<file path="src/rtl/trace_arg_parser.sv">
// Byte-serial "+KEY=value" argument-line parser producing the FILE and MODE run-configuration words.
// Optional ARG_HEX_VALUE_EN: accepts "0x"/"0X"-prefixed hexadecimal values.
module trace_arg_parser #(
    parameter int              VAL_W        = 32,
    parameter logic [VAL_W-1:0] MODE_DEFAULT = '0,
    parameter logic [VAL_W-1:0] FILE_DEFAULT = '0
) (
    input  logic             clk,
    input  logic             rst_n,
    input  logic             arg_valid,
    input  logic [7:0]       arg_data,
    output logic [VAL_W-1:0] file,
    output logic [VAL_W-1:0] mode,
    output logic             verbose,
    output logic             args_done,
    output logic             arg_err,
    output logic [2:0]       dbg_state
);

    typedef enum logic [2:0] {S_IDLE, S_KEY, S_VAL, S_SKIP, S_DONE} state_t;

    state_t           state_q;
    logic [2:0]       idx_q;
    logic             m_mode_q, m_file_q, sel_file_q, have_q;
    logic [VAL_W-1:0] acc_q, file_q, mode_q;
    logic             verbose_q, done_q, err_q;
`ifdef ARG_HEX_VALUE_EN
    logic             hex_q, zero_q;
`endif

    logic             is_sep, is_nl, is_plus, is_eq, is_dig, val_dig;
    logic [7:0]       key_m, key_f;
    logic             m_mode_d, m_file_d;
    logic [VAL_W-1:0] acc_d;

    assign is_sep  = (arg_data == 8'h20) || (arg_data == 8'h09) ||
                     (arg_data == 8'h00) || (arg_data == 8'h0D);
    assign is_nl   = (arg_data == 8'h0A);
    assign is_plus = (arg_data == "+");
    assign is_eq   = (arg_data == "=");
    assign is_dig  = (arg_data >= "0") && (arg_data <= "9");

    // Both keys are 4 chars, so a single index walks them in lock-step.
    always_comb begin
        key_m = 8'h00;
        key_f = 8'h00;
        case (idx_q)
            3'd0: begin key_m = "M"; key_f = "F"; end
            3'd1: begin key_m = "O"; key_f = "I"; end
            3'd2: begin key_m = "D"; key_f = "L"; end
            3'd3: begin key_m = "E"; key_f = "E"; end
            default: ;
        endcase
    end

    assign m_mode_d = m_mode_q && (arg_data == key_m);
    assign m_file_d = m_file_q && (arg_data == key_f);

`ifdef ARG_HEX_VALUE_EN
    logic       is_hexa, is_x;
    logic [3:0] nib;
    assign is_hexa = ((arg_data >= "a") && (arg_data <= "f")) ||
                     ((arg_data >= "A") && (arg_data <= "F"));
    assign nib     = is_dig ? arg_data[3:0] : (arg_data[3:0] + 4'd9);
    assign is_x    = ((arg_data == "x") || (arg_data == "X")) && zero_q && !hex_q;
    assign val_dig = hex_q ? (is_dig || is_hexa) : is_dig;
    assign acc_d   = hex_q ? ((acc_q << 4) | VAL_W'(nib))
                           : ((acc_q << 3) + (acc_q << 1) + VAL_W'(arg_data[3:0]));
`else
    assign val_dig = is_dig;
    assign acc_d   = (acc_q << 3) + (acc_q << 1) + VAL_W'(arg_data[3:0]);
`endif

    always_ff @(posedge clk or negedge rst_n) begin
        if (!rst_n) begin
            state_q    <= S_IDLE;
            idx_q      <= '0;
            m_mode_q   <= 1'b0;
            m_file_q   <= 1'b0;
            sel_file_q <= 1'b0;
            have_q     <= 1'b0;
            acc_q      <= '0;
            file_q     <= FILE_DEFAULT;
            mode_q     <= MODE_DEFAULT;
            verbose_q  <= (MODE_DEFAULT == VAL_W'(1));
            done_q     <= 1'b0;
            err_q      <= 1'b0;
`ifdef ARG_HEX_VALUE_EN
            hex_q      <= 1'b0;
            zero_q     <= 1'b0;
`endif
        end else if (arg_valid) begin
            // First byte after a newline opens a fresh line; later writes below may override.
            if (state_q == S_DONE) begin
                done_q    <= 1'b0;
                err_q     <= 1'b0;
                file_q    <= FILE_DEFAULT;
                mode_q    <= MODE_DEFAULT;
                verbose_q <= (MODE_DEFAULT == VAL_W'(1));
            end
            case (state_q)
                S_IDLE, S_DONE: begin
                    if (is_nl) begin
                        state_q <= S_DONE;
                        done_q  <= 1'b1;
                    end else if (is_plus) begin
                        state_q  <= S_KEY;
                        idx_q    <= '0;
                        m_mode_q <= 1'b1;
                        m_file_q <= 1'b1;
                        acc_q    <= '0;
                    end else if (is_sep) begin
                        state_q <= S_IDLE;
                    end else begin
                        err_q   <= 1'b1;
                        state_q <= S_SKIP;
                    end
                end
                S_KEY: begin
                    if (is_nl) begin
                        err_q   <= 1'b1;
                        done_q  <= 1'b1;
                        state_q <= S_DONE;
                    end else if (is_sep) begin
                        err_q   <= 1'b1;
                        state_q <= S_IDLE;
                    end else if (is_eq) begin
                        if ((idx_q == 3'd4) && (m_mode_q || m_file_q)) begin
                            state_q    <= S_VAL;
                            sel_file_q <= m_file_q;
                            acc_q      <= '0;
                            have_q     <= 1'b0;
`ifdef ARG_HEX_VALUE_EN
                            hex_q      <= 1'b0;
                            zero_q     <= 1'b0;
`endif
                        end else begin
                            err_q   <= 1'b1;
                            state_q <= S_SKIP;
                        end
                    end else if ((idx_q == 3'd4) || !(m_mode_d || m_file_d)) begin
                        err_q   <= 1'b1;
                        state_q <= S_SKIP;
                    end else begin
                        idx_q    <= idx_q + 3'd1;
                        m_mode_q <= m_mode_d;
                        m_file_q <= m_file_d;
                    end
                end
                S_VAL: begin
                    if (is_sep || is_nl) begin
                        if (have_q) begin
                            if (sel_file_q) begin
                                file_q <= acc_q;
                            end else begin
                                mode_q    <= acc_q;
                                verbose_q <= (acc_q == VAL_W'(1));
                            end
                        end else begin
                            err_q <= 1'b1;
                        end
                        state_q <= is_nl ? S_DONE : S_IDLE;
                        if (is_nl) done_q <= 1'b1;
                    end else if (val_dig) begin
                        acc_q  <= acc_d;
                        have_q <= 1'b1;
`ifdef ARG_HEX_VALUE_EN
                        zero_q <= !have_q && (arg_data == "0");
                    end else if (is_x) begin
                        // "0x" restarts the value: the leading zero does not count as a digit.
                        hex_q  <= 1'b1;
                        have_q <= 1'b0;
                        acc_q  <= '0;
`endif
                    end else begin
                        err_q   <= 1'b1;
                        state_q <= S_SKIP;
                    end
                end
                S_SKIP: begin
                    if (is_nl) begin
                        done_q  <= 1'b1;
                        state_q <= S_DONE;
                    end else if (is_sep) begin
                        state_q <= S_IDLE;
                    end
                end
                default: state_q <= S_IDLE;
            endcase
        end
    end

    assign file      = file_q;
    assign mode      = mode_q;
    assign verbose   = verbose_q;
    assign args_done = done_q;
    assign arg_err   = err_q;
    assign dbg_state = state_q;

endmodule

</file>
<file path="config.mk">
export PLATFORM = sky130hd
export DESIGN_NAME = trace_arg_parser
export DESIGN_NICKNAME = d
export VERILOG_FILES = /design/src/rtl/trace_arg_parser.sv
export SDC_FILE = /design/constraint.sdc
export NUM_CORES = 1
export LEC_CHECK = 0
export CAP_MARGIN = 20
export CORE_ASPECT_RATIO = 0.7
export CORE_MARGIN = 10
export CORE_UTILIZATION = 50
export CTS_BUF_LIST = sky130_fd_sc_hd__clkbuf_16
export DETAILED_ROUTE_END_ITERATION = 8
export GPL_ROUTABILITY_DRIVEN = 0
export PLACE_DENSITY_LB_ADDON = 0.1
export SLEW_MARGIN = 20
export SYNTH_ARGS = -nofsm -noshare
export SYNTH_HDL_FRONTEND = slang
export SYNTH_SLANG_ARGS = --single-unit
</file>
<file path="constraint.sdc">
create_clock -name clk -period 2.75 [get_ports clk]
set_input_delay 0.55 -clock clk [delete_from_list [all_inputs] [get_ports clk]]
set_output_delay 0.55 -clock clk [all_outputs]
set_load 0.005 [all_outputs]
</file>
== After elaboration in Yosys (flattened, before gate mapping) ==
Cells that the tools add are included.
Word-level totals
  bits in registers: 109
  word-level logic and storage cells: 157
  input bits: 11
  output and inout bits: 70
Operators by class
  equality and inequality tests: 30
  $lt $le $gt $ge: 2
  reductions and logical operators: 25
  add/sub/neg operators: 3
  multiplexer cells: 83
  bitwise gates (word level): 2
Operators by type and width (number)
  2-to-1 mux 32 bit: 18
  case mux 32 bit (3 select lines): 1
  case mux 7 bit (4 select lines): 2
  2-to-1 mux 3 bit: 16
  2-to-1 mux 1 bit: 37
  adder 32 bit: 1
  adder 32 x 4 -> 32 bit: 1
  == test 32 x 1 -> 1 bit, second input constant: 1
  == test 8 x 4 -> 1 bit, second input constant: 3
  == test 8 x 6 -> 1 bit, second input constant: 3
  inequality test 2 bit, second input constant: 10
  == test 8 bit: 2
  AND reduction 8 bit: 2
  == test 3 x 2 -> 1 bit, second input constant: 4
  case mux 3 bit (4 select lines): 1
  AND reduction 10 bit: 1
  >= comparator 8 x 6 -> 1 bit, second input constant: 1
  less-or-equal comparator 8 x 6 -> 1 bit, second input constant: 1
  logical NOT 8 bit: 1
  case mux 1 bit (2 select lines): 4
  logical OR 1 bit: 7
  == test 3 x 1 -> 1 bit, second input constant: 2
  == test 3 bit, second input constant: 2
  logical NOT 3 bit: 2
  15 further kinds: 22

== Logic depth before layout (Yosys ltp) ==
  depth in word-level cells: 12
  mapped depth: 12
  mapped depth without buffers: 12

== Worst setup path before layout ==
No wires, ideal clock.
  kind: input to register
  start point: input arg_data[3]
  end point: register acc_q[30]
  buffers on the path: 0
  cell stages on the path: 11
  path slack: -0.318 ns
  data required time: 2.655 ns
  library setup time: 0.095 ns
  arrival: 2.973 ns
  cells stage by stage: fa_1 > inv_1 > fa_1 > nor2b_1 > o21a_1 > o211ai_1 > a31o_2 > a31oi_1 > o211ai_1 > and3b_1 > o31ai_1
On the way
  cells in the longest elaborated chain, start to end: 7
  elaborated cells between the ends (all ways): 26
  those cells by class: 1 x add/sub; 2 x order compare; 13 x eq/ne; 3 x mux; 7 x reduce/logical
Ends and longest elaborated chain
  start: declaration: line 11  | input logic [7:0] arg_data,
  branches (longest 7 deep; another with adder 32 x 4 -> 32 bit)
  end signal: assignment: line 82  | acc_q <= '0;
  end signal: assignment: line 131  | acc_q <= '0;
  end signal: assignment: line 165  | acc_q <= acc_d;
  end: declaration: line 25  | logic [VAL_W-1:0] acc_q, file_q, mode_q;
Several ways; the timed one is not identified. The select of a mux whose other input is x is not followed.
A chain may end at the register's enable or synchronous reset.

== Final worst setup path ==
  start point: register acc_q[0]
  end point: register acc_q[30]
On the way
  cells in the longest elaborated chain, start to end: 5
Ends and longest elaborated chain
  start signal: assignment: line 82
  start signal: assignment: line 111  | acc_q <= '0;
  start signal: assignment: line 131
  adder 32 bit: line 71  | assign acc_d = (acc_q << 3) + (acc_q << 1) + VAL_W'(arg_data[3:0]);
  adder 32 x 4 -> 32 bit: line 71
  2-to-1 mux 32 bit: line 164  | end else if (val_dig) begin
  2-to-1 mux 32 bit: line 151  | if (is_sep || is_nl) begin
  case mux 32 bit (3 select lines): line 101  | case (state_q)
Every way passes these cells. The select of a mux whose other input is x is not followed.

==> run metrics <==
first-pass GRT wire length 31700 um; outcome finished, violations left; Yosys warnings 0; async set-reset flop share out of synthesis 1.00; Worst-Margin Slew 0.592 ns; Crit path arrival time 3.29 ns; Vias/cell 6.15; final setup vio count 17; R2R setup slack -0.29 ns; Worst Path Max Fanout 4; drt first pass iters 7; per-cell routed wire length 20.2 um; Clock Path Buffers 2; Max Slew Vio Count 0; Die Area between 15000 and 20000 sq um; layout overhead on the synthesized area 38.3%; FMAX 329 MHz; fin crit period 3.04 ns; sequential-to-total area share from yosys stat 0.421; grt ovf 0; Synth cell types 65; most common cell in the netlist dfrtp_1; maxcap violations 0; CTS tree yes; worst slew margin relative to its limit 0.604; number of global-route vias before repair about 6000; CTS clk-pin slew, worst paths 0.08 ns; synthesized area 6480 sq um; worst hold path class in -> async; GRT Util Overall 0.215; pwr dens 690 nW/um^2; cell row count 34; Tcrit/Tclk final 1.10; Post-route DRC 0; Die Ht 115 um; Crit Path Class reg -> reg; Crit. End Element flop; hpwl dp 13700 um; initial antenna violation count 0; Startpoint Class flop; largest net degree at the start of global routing 44; Area contributors post-synth dfrtp_1 (42%), ha_1 (12%), a22o_1 (9.2%); First DRT Iteration DRCs 662; top-area cell type share of the netlist area 0.421; Seq cells post-synth between 100 and 150; maximum vdd drop 374 uV; core area around 13000 sq um; H-tree levels 3; Pwr Total 6.18 mW; Routed WL 19800 um; port bufs 80; worst path required time 3.00 ns; Avg Inst Size Synth 10.3 sq um; Final ANT Viol Nets 0; syn nets approximately 710; die width 156 um; layout cells sized above 1 0.244; Commonest cells post-synth dfrtp_1 (109), a22o_1 (68), ha_1 (63); starting density of the core 0.516; Leak between 4 and 5 nW; Syn Inst Count 630; failing checks negative setup slack; final hold viol count 0; Via Count between 6000 and 7000; fin nets 886; Clock Sinks 109; slack of the critical path -0.288 ns; fin util 0.714; post-synth top area cell dfrtp_1; RSZ-0062 raised after global routing yes; clk_skew 0.00753 ns; I/O Pins 81; CTS root buf clkbuf_16; predominant post-synthesis flop cell dfrtp_1; Post-synth EDFFs 0; Clk Latency, worst-skew pair 0.35 ns; antenna diode count 0; CTS buffer count 9
[through the flow]
stage	hold slack (ns)	TNS (ns)	setup WS, ns	area, sq um	instances
2_1_floorplan	0.254	-0.414	-0.101	6510	630
3_3_place_gp	0.487	-19.20	-0.769	8190	942
3_5_place_dp	0.490	-22.24	-0.884	8190	942
4_1_cts	0.159	-0.896	-0.181	8700	968
5_1_grt	0.176	-4.30	-0.382	8960	977
6_report	0.150	-2.42	-0.288	8960	977
[cell usage in the layout (no fill, tap or decap), drive strengths merged, types with 7 or more instances in the layout]
cell type / synthesis / final
a211oi: 7 / 7
a21boi: 7 / 7
a21o: 16 / 16
a21oi: 31 / 31
a22o: 68 / 68
a31oi: 7 / 7
buf: 23 / 119
clkbuf: 6 / 9
clkdlybuf4s50: 0 / 75
dfrtp: 109 / 109
ha: 63 / 63
inv: 20 / 23
nand2: 53 / 53
nand3: 9 / 9
nor2: 26 / 26
nor2b: 10 / 10
nor4: 9 / 9
o211ai: 8 / 8
o21a: 10 / 10
o21ai: 32 / 32
o31ai: 14 / 14
xnor2: 7 / 7
xor2: 11 / 11
[logic make-up after synthesis]
family	share of synthesized area
flip-flops	0.421
buffers and inverters	0.0348
AO/OA/AOI/OAI	0.262
XOR/XNOR	0.0243
AND/OR/NAND/NOR	0.122
multiplexers	0.00811
adder cells (fa/ha/maj)	0.128
[path summary, 6_finish.rpt]
check                                  to     start  depth (start not counted)
worst max register to register  acc_q[30]  acc_q[0]                         11
worst min register to register   file[12]  file[12]                          1
worst min-delay path             file[30]     rst_n                          1
worst max-delay path            acc_q[30]  acc_q[0]                         11
max in group asynchronous       acc_q[10]     rst_n                          2
min in group clk                 file[12]  file[12]                          1
[timing repair]
action | CTS | global route
gates resized for setup | 41 | 36
setup endpoints to repair | 20 | 33
setup buffers | 10 | 10
hold buffers | 0 | 0
hold endpoints to repair | 0 | 0
pin swaps | 32 | 25
[state kept, by name, summed over array words and instances, names as in the netlist]
register,flops
arg_err,1
args_done,1
verbose,1
dbg_state,3
m_mode_q,1
idx_q,3
acc_q,32
mode,32
sel_file_q,1
file,32
have_q,1
m_file_q,1
[per-layer routing]
| layer | track usage | part of all wire | vias up |
|---|---|---|---|
| met5 | 0 | 0 | - |
| met4 | 0.0527 | 0.014 | 0 |
| met3 | 0.0451 | 0.070 | 29 |
| met2 | 0.339 | 0.46 | 219 |
| met1 | 0.297 | 0.46 | 3001 |
| li1 | - | - | 2764 |
[critical path: stages, from the launching register on]
cell      delay [ns]
dfrtp_1         0.41
fa_1            0.59
inv_2           0.05
fa_2            0.35
nor2b_2         0.15
o21a_1          0.17
o211ai_1        0.14
a31o_2          0.32
a31oi_4         0.24
o211ai_1        0.12
and3b_1         0.20
o31ai_2         0.20
[layout make-up]
class / instances / area (sq um)
Multi-Input combinational cell: 472 / 3880
Clock buffer: 9 / 225
Fill cell: 888 / 3590
Tap cell: 162 / 203
Timing Repair Buffer: 198 / 1790
Sequential cell: 109 / 2730
Clock inverter: 7 / 50.0
Inverter: 20 / 75.1
[where the power goes]
part           internal [mW]  total [mW]  switching (mW)
clock                  0.620        1.26           0.635
combinational           1.34        2.88            1.54
sequential              1.79        2.04           0.255
Note: power is estimated with default switching activity, not from simulation.
